[src/rtl/chacha_wb_pkg.sv]
// Shared definitions for the ChaCha Wishbone initiator family.
// Contents: initiator state encoding, the default word-address width and
// the word offsets of the ChaCha accelerator register file.
package chacha_wb_pkg;

  localparam int ADDR_W_DEF = 4;

  typedef enum logic [2:0] {
    S_IDLE,
    S_WDATA,
    S_BUS,
    S_RDATA,
    S_FINISH
  } state_e;

  // Accelerator register map (word offsets). Multi-word fields are
  // contiguous, starting at the listed base.
  localparam logic [3:0] REG_KEY0   = 4'h0;  // key words 0..7
  localparam logic [3:0] REG_NONCE0 = 4'h8;  // nonce words 0..1
  localparam logic [3:0] REG_CNT0   = 4'hA;  // block counter words 0..1
  localparam logic [3:0] REG_CTRL   = 4'hC;  // control / status
  localparam logic [3:0] REG_OUT    = 4'hD;  // keystream output window

endpackage

[src/rtl/chacha_wb_initiator_if.sv]
// Bundle of the initiator's command/data streams and its Wishbone bus.
// modport master: the initiator (drives ready/response streams and the bus).
// modport slave : the environment (drives commands, write data, responder).
interface chacha_wb_initiator_if #(
  parameter int ADDR_W = 4
) ();
  // command stream
  logic              cmd_valid;
  logic              cmd_ready;
  logic              cmd_we;
  logic [ADDR_W-1:0] cmd_adr;
  logic [3:0]        cmd_len;
  // write-data stream
  logic              wr_valid;
  logic              wr_ready;
  logic [31:0]       wr_data;
  // read-data stream
  logic              rd_valid;
  logic              rd_ready;
  logic [31:0]       rd_data;
  logic              rd_last;
  // completion
  logic              done;
  logic              err;
  // Wishbone classic
  logic              wb_CYC;
  logic              wb_STB;
  logic              wb_WE;
  logic [ADDR_W-1:0] wb_ADR;
  logic [31:0]       wb_DAT_MOSI;
  logic [31:0]       wb_DAT_MISO;
  logic              wb_ACK;

  modport master (
    input  cmd_valid, cmd_we, cmd_adr, cmd_len, wr_valid, wr_data, rd_ready,
           wb_DAT_MISO, wb_ACK,
    output cmd_ready, wr_ready, rd_valid, rd_data, rd_last, done, err,
           wb_CYC, wb_STB, wb_WE, wb_ADR, wb_DAT_MOSI
  );

  modport slave (
    output cmd_valid, cmd_we, cmd_adr, cmd_len, wr_valid, wr_data, rd_ready,
           wb_DAT_MISO, wb_ACK,
    input  cmd_ready, wr_ready, rd_valid, rd_data, rd_last, done, err,
           wb_CYC, wb_STB, wb_WE, wb_ADR, wb_DAT_MOSI
  );
endinterface

[src/rtl/wb_timeout_ctr.sv]
// Loadable up-counter with a terminal flag, used to bound Wishbone waits.
// Ports: clk, reset_n (async, active low); load_i clears the count;
// en_i increments; term_o is high in the cycle whose increment brings the
// count to LIMIT, i.e. in the LIMIT-th enabled cycle after a load.
module wb_timeout_ctr #(
  parameter int W     = 8,
  parameter int LIMIT = 15
) (
  input  logic clk,
  input  logic reset_n,
  input  logic load_i,
  input  logic en_i,
  output logic term_o
);
  logic [W-1:0] cnt_q;

  always_ff @(posedge clk or negedge reset_n) begin
    if (!reset_n)    cnt_q <= '0;
    else if (load_i) cnt_q <= '0;
    else if (en_i)   cnt_q <= cnt_q + 1'b1;
  end

  assign term_o = (cnt_q == W'(LIMIT - 1));
endmodule

[src/rtl/chacha_wb_initiator.sv]
// Wishbone classic initiator for the ChaCha accelerator register file.
// One command becomes 1..16 single-beat cycles at incrementing (wrapping)
// word addresses with CYC held across the burst; reads are returned on a
// response stream and a beat with no ACK within TIMEOUT cycles aborts.
// Ports: clk, reset_n (async, active low); bus (master modport) carries
// the cmd / wr / rd streams, done/err, and the Wishbone signals.
module chacha_wb_initiator
  import chacha_wb_pkg::*;
#(
  parameter int ADDR_W  = ADDR_W_DEF,
  parameter int TIMEOUT = 15
) (
  input logic                   clk,
  input logic                   reset_n,
  chacha_wb_initiator_if.master bus
);
  state_e            state_q, state_d;
  logic              we_q, we_d;
  logic [3:0]        beat_q, beat_d;     // beats remaining after the current one
  logic [ADDR_W-1:0] adr_q, adr_d;
  logic [31:0]       mosi_q, mosi_d;
  logic [31:0]       rdat_q, rdat_d;
  logic              err_q, err_d;
  logic              to_term;

  // Counter sits at zero outside BUS, so every strobe phase starts fresh.
  wb_timeout_ctr #(.W(8), .LIMIT(TIMEOUT)) u_to (
    .clk    (clk),
    .reset_n(reset_n),
    .load_i (state_q != S_BUS),
    .en_i   (state_q == S_BUS),
    .term_o (to_term)
  );

  always_ff @(posedge clk or negedge reset_n) begin
    if (!reset_n) begin
      state_q <= S_IDLE;
      we_q    <= 1'b0;
      beat_q  <= '0;
      adr_q   <= '0;
      mosi_q  <= '0;
      rdat_q  <= '0;
      err_q   <= 1'b0;
    end else begin
      state_q <= state_d;
      we_q    <= we_d;
      beat_q  <= beat_d;
      adr_q   <= adr_d;
      mosi_q  <= mosi_d;
      rdat_q  <= rdat_d;
      err_q   <= err_d;
    end
  end

  always_comb begin
    state_d = state_q;
    we_d    = we_q;
    beat_d  = beat_q;
    adr_d   = adr_q;
    mosi_d  = mosi_q;
    rdat_d  = rdat_q;
    err_d   = err_q;
    unique case (state_q)
      S_IDLE: if (bus.cmd_valid) begin
        we_d    = bus.cmd_we;
        adr_d   = bus.cmd_adr;
        beat_d  = bus.cmd_len;
        err_d   = 1'b0;
        state_d = bus.cmd_we ? S_WDATA : S_BUS;
      end
      S_WDATA: if (bus.wr_valid) begin
        mosi_d  = bus.wr_data;
        state_d = S_BUS;
      end
      S_BUS: begin
        // ACK wins over a timeout landing in the same cycle.
        if (bus.wb_ACK) begin
          adr_d = adr_q + 1'b1;
          if (!we_q) begin
            rdat_d  = bus.wb_DAT_MISO;
            state_d = S_RDATA;
          end else if (beat_q == '0) begin
            state_d = S_FINISH;
          end else begin
            beat_d  = beat_q - 1'b1;
            state_d = S_WDATA;
          end
        end else if (to_term) begin
          err_d   = 1'b1;
          state_d = S_FINISH;
        end
      end
      // Read beats count down on the response handshake so rd_last can
      // look at the counter while the word is being offered.
      S_RDATA: if (bus.rd_ready) begin
        if (beat_q == '0) begin
          state_d = S_FINISH;
        end else begin
          beat_d  = beat_q - 1'b1;
          state_d = S_BUS;
        end
      end
      S_FINISH: state_d = S_IDLE;
      default:  state_d = S_IDLE;
    endcase
  end

  always_comb begin
    bus.cmd_ready = 1'b0;
    bus.wr_ready  = 1'b0;
    bus.rd_valid  = 1'b0;
    bus.rd_last   = 1'b0;
    bus.done      = 1'b0;
    bus.wb_CYC    = 1'b0;
    bus.wb_STB    = 1'b0;
    bus.wb_WE     = 1'b0;
    unique case (state_q)
      S_IDLE:   bus.cmd_ready = 1'b1;
      S_WDATA:  begin bus.wr_ready = 1'b1; bus.wb_CYC = 1'b1; end
      S_BUS:    begin bus.wb_CYC = 1'b1; bus.wb_STB = 1'b1; bus.wb_WE = we_q; end
      S_RDATA:  begin bus.wb_CYC = 1'b1; bus.rd_valid = 1'b1; bus.rd_last = (beat_q == '0); end
      S_FINISH: bus.done = 1'b1;
      default:  ;
    endcase
  end

  assign bus.rd_data     = rdat_q;
  assign bus.wb_ADR      = adr_q;
  assign bus.wb_DAT_MOSI = mosi_q;
  assign bus.err         = err_q;
endmodule
[src/flat_wrapper.sv]
// flat-port wrapper written by rule: the top's interface ports become plain ports
module chacha_wb_initiator_flat import chacha_wb_pkg::*;
#(
  parameter int ADDR_W  = ADDR_W_DEF,
  parameter int TIMEOUT = 15
)
  (clk, reset_n, bus_cmd_valid, bus_cmd_we, bus_cmd_adr, bus_cmd_len, bus_wr_valid, bus_wr_data, bus_rd_ready, bus_wb_DAT_MISO, bus_wb_ACK, bus_cmd_ready, bus_wr_ready, bus_rd_valid, bus_rd_data, bus_rd_last, bus_done, bus_err, bus_wb_CYC, bus_wb_STB, bus_wb_WE, bus_wb_ADR, bus_wb_DAT_MOSI);
  chacha_wb_initiator_if #(.ADDR_W(ADDR_W)) bus_i ();
  input logic clk;
  input logic reset_n;
  input wire logic [$bits(bus_i.cmd_valid)-1:0] bus_cmd_valid;
  input wire logic [$bits(bus_i.cmd_we)-1:0] bus_cmd_we;
  input wire logic [$bits(bus_i.cmd_adr)-1:0] bus_cmd_adr;
  input wire logic [$bits(bus_i.cmd_len)-1:0] bus_cmd_len;
  input wire logic [$bits(bus_i.wr_valid)-1:0] bus_wr_valid;
  input wire logic [$bits(bus_i.wr_data)-1:0] bus_wr_data;
  input wire logic [$bits(bus_i.rd_ready)-1:0] bus_rd_ready;
  input wire logic [$bits(bus_i.wb_DAT_MISO)-1:0] bus_wb_DAT_MISO;
  input wire logic [$bits(bus_i.wb_ACK)-1:0] bus_wb_ACK;
  output wire logic [$bits(bus_i.cmd_ready)-1:0] bus_cmd_ready;
  output wire logic [$bits(bus_i.wr_ready)-1:0] bus_wr_ready;
  output wire logic [$bits(bus_i.rd_valid)-1:0] bus_rd_valid;
  output wire logic [$bits(bus_i.rd_data)-1:0] bus_rd_data;
  output wire logic [$bits(bus_i.rd_last)-1:0] bus_rd_last;
  output wire logic [$bits(bus_i.done)-1:0] bus_done;
  output wire logic [$bits(bus_i.err)-1:0] bus_err;
  output wire logic [$bits(bus_i.wb_CYC)-1:0] bus_wb_CYC;
  output wire logic [$bits(bus_i.wb_STB)-1:0] bus_wb_STB;
  output wire logic [$bits(bus_i.wb_WE)-1:0] bus_wb_WE;
  output wire logic [$bits(bus_i.wb_ADR)-1:0] bus_wb_ADR;
  output wire logic [$bits(bus_i.wb_DAT_MOSI)-1:0] bus_wb_DAT_MOSI;
  assign bus_i.cmd_valid = bus_cmd_valid;
  assign bus_i.cmd_we = bus_cmd_we;
  assign bus_i.cmd_adr = bus_cmd_adr;
  assign bus_i.cmd_len = bus_cmd_len;
  assign bus_i.wr_valid = bus_wr_valid;
  assign bus_i.wr_data = bus_wr_data;
  assign bus_i.rd_ready = bus_rd_ready;
  assign bus_i.wb_DAT_MISO = bus_wb_DAT_MISO;
  assign bus_i.wb_ACK = bus_wb_ACK;
  assign bus_cmd_ready = bus_i.cmd_ready;
  assign bus_wr_ready = bus_i.wr_ready;
  assign bus_rd_valid = bus_i.rd_valid;
  assign bus_rd_data = bus_i.rd_data;
  assign bus_rd_last = bus_i.rd_last;
  assign bus_done = bus_i.done;
  assign bus_err = bus_i.err;
  assign bus_wb_CYC = bus_i.wb_CYC;
  assign bus_wb_STB = bus_i.wb_STB;
  assign bus_wb_WE = bus_i.wb_WE;
  assign bus_wb_ADR = bus_i.wb_ADR;
  assign bus_wb_DAT_MOSI = bus_i.wb_DAT_MOSI;
  chacha_wb_initiator #(.ADDR_W(ADDR_W), .TIMEOUT(TIMEOUT)) u_core (.clk(clk), .reset_n(reset_n), .bus(bus_i));
endmodule
[config.mk]
export PLATFORM = sky130hd
export DESIGN_NAME = chacha_wb_initiator_flat
export DESIGN_NICKNAME = d
export VERILOG_FILES = /design/src/rtl/chacha_wb_pkg.sv /design/src/rtl/chacha_wb_initiator_if.sv /design/src/rtl/wb_timeout_ctr.sv /design/src/rtl/chacha_wb_initiator.sv /design/src/flat_wrapper.sv
export SDC_FILE = /design/constraint.sdc
export NUM_CORES = 1
export LEC_CHECK = 0
export ABC_CLOCK_PERIOD_IN_PS = 5000
export CORE_ASPECT_RATIO = 1.25
export CORE_MARGIN = 1
export CORE_UTILIZATION = 30
export CTS_CLUSTER_DIAMETER = 100
export DETAILED_ROUTE_END_ITERATION = 6
export MAX_ROUTING_LAYER = met4
export PLACE_DENSITY = 0.66
export SKIP_LAST_GASP = 1
export SLEW_MARGIN = 10
export SYNTH_ARGS = -nofsm -noshare
export SYNTH_HDL_FRONTEND = slang
export SYNTH_SLANG_ARGS = --single-unit
[constraint.sdc]
create_clock -name clk -period 5 [get_ports clk]
set_input_delay 0.5 -clock clk [delete_from_list [all_inputs] [get_ports clk]]
set_output_delay 0.5 -clock clk [all_outputs]
set_load 0.05 [all_outputs]
==> out/metrics.yaml <==
outcome: "complete, no violations"
tns_ns: 0
grt.overflow.total: 0
post-route-period-util_pct: 65.6
critical_path_required_ns: 4.50
dr.pass1.iters: 4
rsz0062_at_grt: "no"
cts_buffer_depth: 2
crit_path_end_kind: "primary output"
synth_warnings: 0
critical_path.cell_chain: "or3b_1 -> inv_2 -> and2_1 -> clkdlybuf4s50_1"
worst-path-buf-inv: 2
detail-route-antenna-nets: 0
synth-edff-count: 0
drt_wl_total_um: 8430
max-vdd-ir-drop_v: 0.000347
num_vias: 2748
synth.top_cell.area_share_pct: 59.0
final_nets: 514
cp.arrival_ns: 2.78
critPathTopFamily: "buffers and inverters"
ys_seq_area_share_pct: 59.0
wl_per_cell_um: 14.1
clock_latency_ns: 0.34
area_delta_synth_final_pct: 57.3
critPathMaxFanout: 18
h-tree-depth: 3
core_region_area_um2: 11700
crit_type: "flop to primary output"
fin_skew_ns: 0.00711
fmax_ghz: 0.305
synth_flop_cell: "dfrtp_1"
num_antenna_cells: 0
gp_congestion: 0.892
min_path_type: "input port to asynchronous set/reset pin"
ff2ff_path_depth: 3
netlist_top_cells_area: "dfrtp_1 (59%), mux2_1 (11%), mux2_2 (9.7%), nor2_1 (2.0%), ha_1 (1.7%)"
fillers: 1068
max_cap_viol_count: 0
detail_route.vias_per_cell: 4.61
dieWidth_um: 100
power.density_nw_per_um2: 794
drv_slew: 0
max_slew_margin_pct: 43.1
rrSetupSlack_ns: 2.63
grt_pass1_wl_um: 13800
synth_top_cell_by_area: "dfrtp_1"
grt_usage_pct: 14.5
synth_cells: 276
synth.distinct_cells: 41
die_area_um2: 12500
clockRootBuffer: "clkbuf_16"
cts-buffers-inserted: 9
cts_sinks: 85
clk_pin_slew_ns: 0.06
async_flop_share_pct: 100
leakagePower_uw: 0.00237
numPortBuffers: 155
drc_errors: 0
cpPeakStageDelay_ns: 0.80
ioPinCount: 156
setup_viol: 0
die_h_um: 125
fp-row-count: 44
dp_hpwl_um: 6180
fin_cells: 596
cp_slowest_cell: "clkdlybuf4s50_1"
drtIter0Drc: 87
hold_buffers: 0
post-place-cells: 580
post_cts_buffers: 0
syn_nets: 360
cp-start-kind: "flop"
min_period_ns: 3.28
grt_pass1_vias: 2868
syn_area_um2: 3610
path_depth: 4
cts_tree: "yes"
avgSynthCellArea_um2: 13.1
grt_max_degree: 53
final_cell_mix: "clkdlybuf4s50_1 (154), dfrtp_1 (85), mux2_1 (34)"
cts_resized: 0
drive_above_1_share_pct: 12.2
initial_core_util_pct: 30.9
hold_violations: 0
ys_seq_elements: 85
worst_pin_slew_ns: 0.853
final_common_cell: "clkdlybuf4s50_1"
antenna_found_initial: 0
==> cells in the mapped netlist, drive strengths merged (2+ instances only) <==
| library cell | instances |
|---|---|
| dfrtp | 85 |
| a21oi | 11 |
| ha | 5 |
| o22a | 2 |
| nand2b | 2 |
| nand3 | 4 |
| o211ai | 2 |
| mux2i | 3 |
| o22ai | 2 |
| nand4 | 2 |
| nor3 | 5 |
| clkbuf | 4 |
| nor3b | 4 |
| mux2 | 65 |
| nand2 | 11 |
| and2 | 4 |
| xor2 | 5 |
| and3 | 3 |
| o21ai | 5 |
| nor2 | 19 |
| o2bb2ai | 3 |
| buf | 10 |
| inv | 6 |
==> report_power, final <==
group	internal (uW)	leakage, uW	switching (uW)
clock	516	0.000172	268
sequential	1010	0.00104	199
combinational	916	0.00116	1590
total	2440	0.00237	2060
==> per-stage QoR <==
step	utilization (%)	total power [uW]	area [um^2]	hold slack, ns	worst slack (ns)
3_3_place_gp	45.5	3710	5310	0.469	2.14
3_5_place_dp	45.5	3760	5310	0.469	2.08
2_1_floorplan	-	2900	3610	0.204	2.35
6_report	48.6	4500	5670	0.0969	1.72
5_1_grt	48.6	4730	5670	0.135	1.59
4_1_cts	48.6	4560	5670	0.106	1.71
==> sequential cells by signal, summed over array words and instances, names as in the netlist <==
register	cells
u_core.state_q	3
u_core.bus.wb_ADR	4
u_core.u_to.cnt_q	8
u_core.bus.err	1
u_core.we_q	1
u_core.bus.rd_data	32
u_core.bus.wb_DAT_MOSI	32
u_core.beat_q	4
==> kinds of logic after synthesis <==
group	synth area share, %
AOI/OAI and AO/OA	5.90
xor gates and xnor gates	1.46
adders and majority gates	1.73
buffers and inverters	2.39
DFF	59.0
muxes	21.1
and+or+nand+nor	8.40
==> layout make-up <==
| cell class | count | area, um^2 | area share (%) |
|---|---|---|---|
| Sequential cell | 85 | 2130 | 37.5 |
| Multi-Input combinational cell | 171 | 1400 | 24.6 |
| Clock inverter | 5 | 106 | 1.88 |
| Timing Repair Buffer | 157 | 1560 | 27.6 |
| Tap cell | 161 | 201 | 3.55 |
| Inverter | 6 | 22.5 | 0.397 |
| Clock buffer | 11 | 253 | 4.46 |
==> worst paths after layout <==
| kind | to | start |
|---|---|---|
| max in group asynchronous | u_core.bus.wb_DAT_MOSI[9] | reset_n |
| worst max register to register | u_core.bus.rd_data[13] | u_core.state_q[1] |
| worst min-delay path | u_core.bus.rd_data[10] | reset_n |
| min in group clk | u_core.bus.wb_DAT_MOSI[4] | u_core.bus.wb_DAT_MOSI[4] |
| worst min register to register | u_core.bus.wb_DAT_MOSI[4] | u_core.bus.wb_DAT_MOSI[4] |
| worst max-delay path | bus_wb_WE | u_core.state_q[1] |
==> worst register-to-register path: stages, from the launching register on <==
cell	delay, ns
dfrtp_1	0.58
nor2b_1	0.34
nand3_2	0.72
mux2_1	0.60
==> routing by layer <==
metal / vias to the layer above / GRT usage [%] / share of wire (%)
li1: 1285 / - / -
met1: 1340 / 15.7 / 42
met2: 110 / 24.9 / 50
met3: 13 / 3.59 / 6.0
met4: 0 / 6.73 / 2.2
met5: - / - / 0
Note: power is estimated with default switching activity, not from simulation.
